$ cat config.mk
export PLATFORM = sky130hd
export DESIGN_NAME = note_sequencer
export DESIGN_NICKNAME = d
export VERILOG_FILES = /design/src/rtl/note_sequencer.sv
export SDC_FILE = /design/constraint.sdc
export NUM_CORES = 1
export LEC_CHECK = 0
export BUFFER_PORTS_ARGS = -buffer_cell sky130_fd_sc_hd__buf_2
export CAP_MARGIN = 15
export CORE_ASPECT_RATIO = 0.7
export CORE_UTILIZATION = 41
export CTS_CLUSTER_DIAMETER = 100
export DETAILED_ROUTE_END_ITERATION = 7
export PLACE_DENSITY = 0.63
export SYNTH_ARGS = -nofsm -noshare
export SYNTH_HDL_FRONTEND = slang
export SYNTH_SLANG_ARGS = --single-unit
export TNS_END_PERCENT = 10
$ cat constraint.sdc
create_clock -name clk_i -period 3.9 [get_ports clk_i]
set_input_delay 0.78 -clock clk_i [delete_from_list [all_inputs] [get_ports clk_i]]
set_output_delay 0.78 -clock clk_i [all_outputs]
set_load 0.005 [all_outputs]
$ cat src/rtl/note_sequencer.sv
// Note-table sequencer: plays stored {freq, wave, duration} entries with a gate gap.
// Optional `SEQ_LOOP_EN enables loop_i to restart the table after the last entry.
module note_sequencer #(
  parameter int unsigned depth_p     = 8,
  parameter int unsigned dur_width_p = 16,
  parameter int unsigned tick_div_p  = 12_000,
  parameter int unsigned gap_p       = 1_200
) (
  input  logic                           clk_i,
  input  logic                           reset_i,
  input  logic                           wr_valid_i,
  output logic                           wr_ready_o,
  input  logic [15:0]                    wr_freq_i,
  input  logic [3:0]                     wr_wave_i,
  input  logic [dur_width_p-1:0]         wr_dur_i,
  input  logic                           clear_i,
  input  logic                           start_i,
  input  logic                           stop_i,
  input  logic                           loop_i,
  output logic [15:0]                    freq_o,
  output logic [3:0]                     sw_o,
  output logic                           gate_o,
  output logic                           busy_o,
  output logic                           done_o,
  output logic [$clog2(depth_p)-1:0]     note_idx_o,
  output logic [$clog2(depth_p+1)-1:0]   count_o
);

  localparam int unsigned IDX_W  = $clog2(depth_p);
  localparam int unsigned CNT_W  = $clog2(depth_p + 1);
  localparam int unsigned TICK_W = (tick_div_p > 1) ? $clog2(tick_div_p) : 1;
  localparam int unsigned GAP_W  = (gap_p > 1) ? $clog2(gap_p) : 1;

  localparam logic [TICK_W-1:0] TICK_LAST = TICK_W'(tick_div_p - 1);
  localparam logic [GAP_W-1:0]  GAP_LAST  = GAP_W'((gap_p > 0) ? gap_p - 1 : 0);
  localparam logic [CNT_W-1:0]  DEPTH_C   = CNT_W'(depth_p);

  typedef enum logic [1:0] {
    IDLE,
    PLAY,
    GAP
  } state_e;

  state_e state_q, state_d;

  logic [CNT_W-1:0]       count_q, count_d;
  logic [IDX_W-1:0]       idx_q, idx_d;
  logic [TICK_W-1:0]      tick_q, tick_d;
  logic [dur_width_p-1:0] durc_q, durc_d;
  logic [GAP_W-1:0]       gapc_q, gapc_d;
  logic [15:0]            freq_q, freq_d;
  logic [3:0]             sw_q, sw_d;
  logic                   gate_q, gate_d;
  logic                   busy_q, busy_d;
  logic                   done_q, done_d;
  logic                   wr_ready_q, wr_ready_d;

  logic [15:0]            freq_mem_q [depth_p];
  logic [3:0]             wave_mem_q [depth_p];
  logic [dur_width_p-1:0] dur_mem_q  [depth_p];

  logic                   wr_en;
  logic                   load;
  logic                   advance;
  logic                   loop_en;
  logic [dur_width_p-1:0] cur_dur;
  logic [dur_width_p-1:0] dur_last;

`ifdef SEQ_LOOP_EN
  assign loop_en = loop_i;
`else
  logic unused_loop;
  assign unused_loop = loop_i;
  assign loop_en     = 1'b0;
`endif

  // A zero duration still sounds for one full tick.
  assign cur_dur  = dur_mem_q[idx_q];
  assign dur_last = (cur_dur == '0) ? '0 : cur_dur - dur_width_p'(1);

  always_ff @(posedge clk_i) begin
    if (wr_en) begin
      freq_mem_q[count_q[IDX_W-1:0]] <= wr_freq_i;
      wave_mem_q[count_q[IDX_W-1:0]] <= wr_wave_i;
      dur_mem_q[count_q[IDX_W-1:0]]  <= wr_dur_i;
    end
  end

  always_comb begin
    state_d  = state_q;
    count_d  = count_q;
    idx_d    = idx_q;
    tick_d   = tick_q;
    durc_d   = durc_q;
    gapc_d   = gapc_q;
    freq_d   = freq_q;
    sw_d     = sw_q;
    done_d   = 1'b0;
    wr_en    = 1'b0;
    load     = 1'b0;
    advance  = 1'b0;

    case (state_q)
      IDLE: begin
        if (clear_i) begin
          count_d = '0;
        end else if (wr_valid_i && wr_ready_q) begin
          wr_en   = 1'b1;
          count_d = count_q + CNT_W'(1);
        end
        if (start_i && !clear_i && (count_q != '0)) begin
          idx_d = '0;
          load  = 1'b1;
        end
      end
      PLAY: begin
        tick_d = tick_q + TICK_W'(1);
        if (tick_q == TICK_LAST) begin
          tick_d = '0;
          durc_d = durc_q + dur_width_p'(1);
          if (durc_q == dur_last) begin
            durc_d = '0;
            if (gap_p > 0) begin
              state_d = GAP;
              gapc_d  = '0;
            end else begin
              advance = 1'b1;
            end
          end
        end
      end
      GAP: begin
        gapc_d = gapc_q + GAP_W'(1);
        if (gapc_q == GAP_LAST) begin
          advance = 1'b1;
        end
      end
      default: state_d = IDLE;
    endcase

    if (advance) begin
      if ((CNT_W'(idx_q) + CNT_W'(1)) < count_q) begin
        idx_d = idx_q + IDX_W'(1);
        load  = 1'b1;
      end else if (loop_en) begin
        idx_d = '0;
        load  = 1'b1;
      end else begin
        state_d = IDLE;
        done_d  = 1'b1;
      end
    end

    if (load) begin
      state_d = PLAY;
      freq_d  = freq_mem_q[idx_d];
      sw_d    = wave_mem_q[idx_d];
      tick_d  = '0;
      durc_d  = '0;
    end

    // Abort overrides any same-cycle advance, load or completion.
    if ((state_q != IDLE) && stop_i) begin
      state_d = IDLE;
      idx_d   = idx_q;
      done_d  = 1'b0;
    end

    if (state_d == IDLE) begin
      freq_d = '0;
      sw_d   = '0;
      tick_d = '0;
      durc_d = '0;
      gapc_d = '0;
    end

    gate_d     = (state_d == PLAY);
    busy_d     = (state_d != IDLE);
    wr_ready_d = (state_d == IDLE) && (count_d < DEPTH_C);
  end

  always_ff @(posedge clk_i) begin
    if (reset_i) begin
      state_q    <= IDLE;
      count_q    <= '0;
      idx_q      <= '0;
      tick_q     <= '0;
      durc_q     <= '0;
      gapc_q     <= '0;
      freq_q     <= '0;
      sw_q       <= '0;
      gate_q     <= 1'b0;
      busy_q     <= 1'b0;
      done_q     <= 1'b0;
      wr_ready_q <= 1'b1;
    end else begin
      state_q    <= state_d;
      count_q    <= count_d;
      idx_q      <= idx_d;
      tick_q     <= tick_d;
      durc_q     <= durc_d;
      gapc_q     <= gapc_d;
      freq_q     <= freq_d;
      sw_q       <= sw_d;
      gate_q     <= gate_d;
      busy_q     <= busy_d;
      done_q     <= done_d;
      wr_ready_q <= wr_ready_d;
    end
  end

  assign wr_ready_o = wr_ready_q;
  assign freq_o     = freq_q;
  assign sw_o       = sw_q;
  assign gate_o     = gate_q;
  assign busy_o     = busy_q;
  assign done_o     = done_q;
  assign note_idx_o = idx_q;
  assign count_o    = count_q;

endmodule

---- Word-level counts from Yosys, hierarchy flattened ----
Memories as Yosys holds them, arrays and structs flattened. A register that Yosys moved wholly into a read port is not among the register bits.
Index checks and enable logic that the tools add are counted.
storage, ports and cells
  flip-flop bits (word level) ............. 54
  bits in writable memories ............... 288
  output and inout port bits .............. 31
  word-level logic and storage cells ...... 84
  memories ................................ 3
operators by class
  add/sub/neg operators ................... 7
  magnitude comparators ................... 2
  eq/ne operators ......................... 8
  mux-type cells .......................... 34
  bitwise logic cells ..................... 1
  reduce and logical (&&, ||, !) cells .... 19
memory list
  memory      words  bits a word  read ports  clocked after memory_dff  wr ports  line  RTL
  dur_mem_q   8      16           1           1                         1         60    logic [dur_width_p-1:0] dur_mem_q [depth_p];
  freq_mem_q  8      16           1           1                         1         58    logic [15:0] freq_mem_q [depth_p];
  wave_mem_q  8      4            1           1                         1         59    logic [3:0] wave_mem_q [depth_p];
operators by type and width
  kind                     count
  $mux W16                 2
  $mux W11                 2
  $pmux W11 S2             1
  $mux W3                  6
  $add A16 B1 Y16 const B  1
  $eq A16 B16 Y1           1
  $logic_not A16 Y1        1
  $sub A16 B1 Y16 const B  1
  $add A14 B1 Y14 const B  1
  $eq A14 B14 Y1 const B   1
  $mux W14                 1
  $mux W1                  12
  $mux W2                  6
  $mux W4                  3
  $add A11 B1 Y11 const B  1
  $eq A11 B11 Y1 const B   1
  $reduce_bool A2 Y1       3
  $reduce_or A3 Y1         2
  $logic_and A1 B1 Y1      5
  $add A3 B1 Y4 const B    1
  $add A4 B1 Y4 const B    1
  $eq A2 B1 Y1 const B     2
  $logic_not A2 Y1         2
  $lt A4 B4 Y1             1
  other kinds (11)         13

---- Longest topological paths before layout ----
  depth in word-level cells ............... 12
  gate-level depth with buffers ........... 17

---- Least setup slack after synthesis ----
No wires, ideal clock.
  kind .................................... input to register
  start ................................... input wr_valid_i
  end ..................................... memory dur_mem_q[6][0] (enable)
  setup time .............................. 0.474 ns
  data arrival time ....................... 3.744 ns
  required time ........................... 3.426 ns
  slack ................................... -0.319 ns
  stages on the path ...................... 4
  buffers on the path ..................... 0
  cells stage by stage .................... and3_1 > and2_1 > nand2_1 > nor3_1
on the way
  word-level cells in the longest chain between the ends .. 6
ends and longest elaborated chain
  item                           line  RTL
  start: declaration             11    input logic wr_valid_i,
  $logic_and A1 B1 Y1            107   end else if (wr_valid_i && wr_ready_q) begin
  $mux W1                        107
  $mux W1                        105   if (clear_i) begin
  $mux W1                        103   case (state_q)
  $mux W1                        82    if (wr_en) begin
  $mux W1 (implied by the code)  85    dur_mem_q[count_q[IDX_W-1:0]] <= wr_dur_i;
  end: declaration               60
No other way between the ends.

==> impl_metrics.yaml <==
run_status:
  status: "complete, no violations"
clocking:
  cts_buffers: 36
  clk_latency_ps: 550
  clkSinkCount: 365
  tritoncts: "yes"
  cts-root-buf: "clkbuf_16"
  cts_hold_buf: 0
  clock_path_buffers: 3
  clk_pin_slew_worst_paths_ps: 60
  cts_max_level: 2
power_and_ir_drop:
  p_clk_share_pct: 44.1
  leakagePower_nw: 6.37
  p_seq_share_pct: 50.9
  switchingPower_mw: 1.78
  power.total_mw: 8.32
  pwr_density_cell_nw_per_um2: 439
  p_int_mw: 6.54
  ir_worst_vdd_mv: 0.284
  swShare_pct: 21.4
  p_comb_share_pct: 5.0
grt:
  grt_max_degree: 37
  grt_pass1_wl_microns: 55400
  grt_pass1_vias: 9460
  antenna_found_initial: 5
  grt_overflow: 0
  gr-usage-all-layers_pct: 19.1
placed_design:
  post-place-ws_ps: -140
  placed_area_sq_um: 17000
  port_buffers: 72
  place_hpwl_microns: 23300
  gp_congestion: 0.956
die:
  initial_core_util_pct: 42.2
  pin_count: 74
  die_y_microns: 164
  core_area_sq_um: 36400
  rows: 58
  die_width_microns: 233
  fp.dieArea_sq_um: 38200
cells_and_area:
  final_area_sq_um: 18900
  fillCellCount: 3018
  multi_input_area_sq_um: 5280
  regArea_sq_um: 10200
  area_delta_synth_final_pct: 23.5
  nNetsFinal: 1378
  drive_gt1_share_pct: 27.3
worst_setup_path:
  crit_type: "reg2reg"
  path_cells: "buf_12 -> mux4_2 -> mux2i_2 -> buf_4 -> nand4_1 -> nor3_2 -> buf_4 -> buf_6 -> a31oi_4 -> o31ai_4 -> nand3_1 -> nor4_1 -> buf_4 -> a21o_1 -> o211a_4 -> clkbuf_16 -> nor3_2"
  cp-start-kind: "flip-flop"
  critPathMaxFanout: 7
  cp_common_cell: "buf_4"
  crit_required_ps: 4300
  critical_path.max_stage_delay_ps: 570
  endpoint_kind: "flip-flop"
  crit_arrival_ps: 4280
  r2r_slack_ps: 20
  cp_slowest_cell: "mux4_2"
detailed_routing:
  ant_nets: 0
  drt_iter0_drc: 856
  vias_per_cell: 5.45
  dr.pass1.iters: 6
  drc: 0
  wl_per_cell_microns: 20.0
  drt-total-wl_microns: 36700
  vias: 10000
hold_path:
  hp-class: "in2reg"
timing:
  setup_viol: 0
  hold_violations: 0
  timing.fmax_mhz: 258
  drv_slew: 0
  finalSetupTns_ps: 0
  period_needed_ps: 3880
  max-slew-margin-rel_pct: 53.5
  fin_skew_ps: 27.8
  rsz0062_at_grt: "yes"
  tightest_slew_ps: 693
  period_share_pct: 99.5
  layout_setup_ws_ps: 17.6
synthesis:
  yosysUniqueCellTypes: 69
  seq_area_frac_synth_pct: 66.4
  synth_area_sq_um: 15300
  synth_edf_count: 288
  synth_top_cell_area_share_pct: 56.4
  ys.flop_type: "edfxtp_1"
  ys_warn_count: 0
  syn_avg_cell_area_sq_um: 13.2
  syn_nets: 1219
  ys_top_cells_by_area: "edfxtp_1 56%, dfxtp_1 10%, nand2_1 4.7%"
  async_flop_share_pct: 0
  synth_top_area_cell: "edfxtp_1"
  synth_seq_cells: 365
  synthCells: 1166
flow_run:
  maxCapViolations: 0
-- through the flow --
stage	std cells	hold slack, ps	utilization (%)
CTS	1816	474	50.5
floorplan	1166	474	-
finish	1835	495	52.1
detailed placement	1750	491	46.8
global route	1834	498	52.1
global placement	1750	485	46.8
-- final timing paths --
path / start / to / cells past startpoint
setup / recovery: flip-flop / tick_q[8]$_SDFFE_PP0P_ / 17
hold / removal: wr_freq_i[15] / freq_mem_q[1][15]$_DFFE_PP_ / 1
setup reg to reg: flip-flop / tick_q[8]$_SDFFE_PP0P_ / 17
hold reg to reg: freq_o[4]$_SDFFE_PP0P_ / freq_o[4]$_SDFFE_PP0P_ / 2
-- per-layer routing --
metal	share of wire (%)	global-route usage [%]	vias up
met5	0.044	0	-
met2	43	27.8	277
met3	6.1	4.03	54
li1	-	-	4733
met1	49	28.9	4939
met4	1.7	4.55	4
-- synthesized netlist by cell type (4+ instances only) --
cell	number
nor2_1	69
mux2i_1	23
o21ai_0	10
a311oi_1	21
and4_1	4
a211oi_1	27
buf_6	6
and3_1	28
nand4_1	21
nor4_2	7
ha_1	10
mux4_2	28
nor3_1	33
a31oi_1	22
and2_1	6
clkbuf_1	37
a21oi_1	20
xor2_1	24
inv_1	17
nand3_1	65
nor4_1	6
buf_1	8
xnor2_1	23
edfxtp_1	288
dfxtp_1	77
nor2b_1	7
nor3_2	8
buf_2	8
mux2_2	6
or3_1	4
nand2b_1	5
nand2_1	193
-- layout make-up --
type	instances	area share (%)
flip-flops and latches	365	53.9
multi-input cells	723	27.9
repair buffers	182	8.00
clock buffers	49	5.44
well taps	480	3.17
clock inverters	17	1.28
inverters	17	0.337
diodes	2	0.0264
-- power by group through the flow --
stage | Combinational, mW | Sequential (mW) | Clock [mW]
final | 0.420 | 4.23 | 3.67
after global routing | 0.453 | 4.23 | 3.87
after CTS | 0.378 | 4.23 | 3.73
after detailed placement | 0.370 | 4.32 | 0
after global placement | 0.364 | 4.32 | 0
after floorplan | 0.192 | 4.32 | 0
-- what timing repair did --
| action | CTS | global route |
|---|---|---|
| gates resized for setup | 14 | 73 |
| pin swaps | 1 | 31 |
| setup buffers | 0 | 11 |
| setup endpoints to repair | 62 | 63 |
| gates cloned | 0 | 6 |
| hold endpoints to repair | 0 | 0 |
-- placed cells by master, fill, tap and decap left out, types with 5 or more instances in the layout --
cell,netlist,routed
nor2b_1,7,7
mux4_2,28,28
o21ai_0,10,8
a31oi_1,22,21
nand2b_1,5,5
nor3_2,8,13
a211oi_1,27,9
dfxtp_1,77,75
ha_1,10,9
nor2_4,0,6
nor3_1,33,25
and3_1,28,28
clkbuf_16,0,41
clkbuf_8,0,6
nand2_1,193,192
xor2_1,24,24
buf_2,8,72
clkbuf_1,37,6
mux2i_1,23,19
nor2_1,69,63
nand3_1,65,63
mux2_2,6,6
a211oi_2,0,18
nor4_4,0,7
and2_1,6,6
buf_6,6,7
xnor2_1,23,23
clkinvlp_4,0,6
edfxtp_1,288,288
inv_1,17,16
a21oi_1,20,17
buf_4,2,80
buf_12,0,18
nand4_1,21,21
a311oi_1,21,20
-- state kept, by name (all words and copies together), names as in the netlist, named ones only --
register    flops
dur_mem_q     128
freq_mem_q    128
wave_mem_q     32
durc_q         16
freq_o         16
tick_q         14
gapc_q         11
count_o         4
sw_o            4
note_idx_o      3
state_q         2
busy_o          1
done_o          1
gate_o          1
wr_ready_o      1
-- logic make-up (layout without fill, tap and decap cells) --
kind of cell	count (synthesis)	count (layout)	synth area share, %
compound gates	140	140	6.69
xor+xnor	48	48	2.84
fa+ha+maj	10	10	0.816
buf+inv	78	265	2.32
flops	365	365	66.4
mux	59	59	6.29
other cells	0	2	0
simple gates	466	466	14.6
-- worst max-delay path, delay by kind of cell, from the launching register on --
family,cells,cell delay (ps)
muxes,2,770
and+or+nand+nor,5,860
buffers and inverters,6,1000
AOI/OAI and AO/OA,4,660
DFF,1,440
Note: power is estimated with default switching activity, not from simulation.
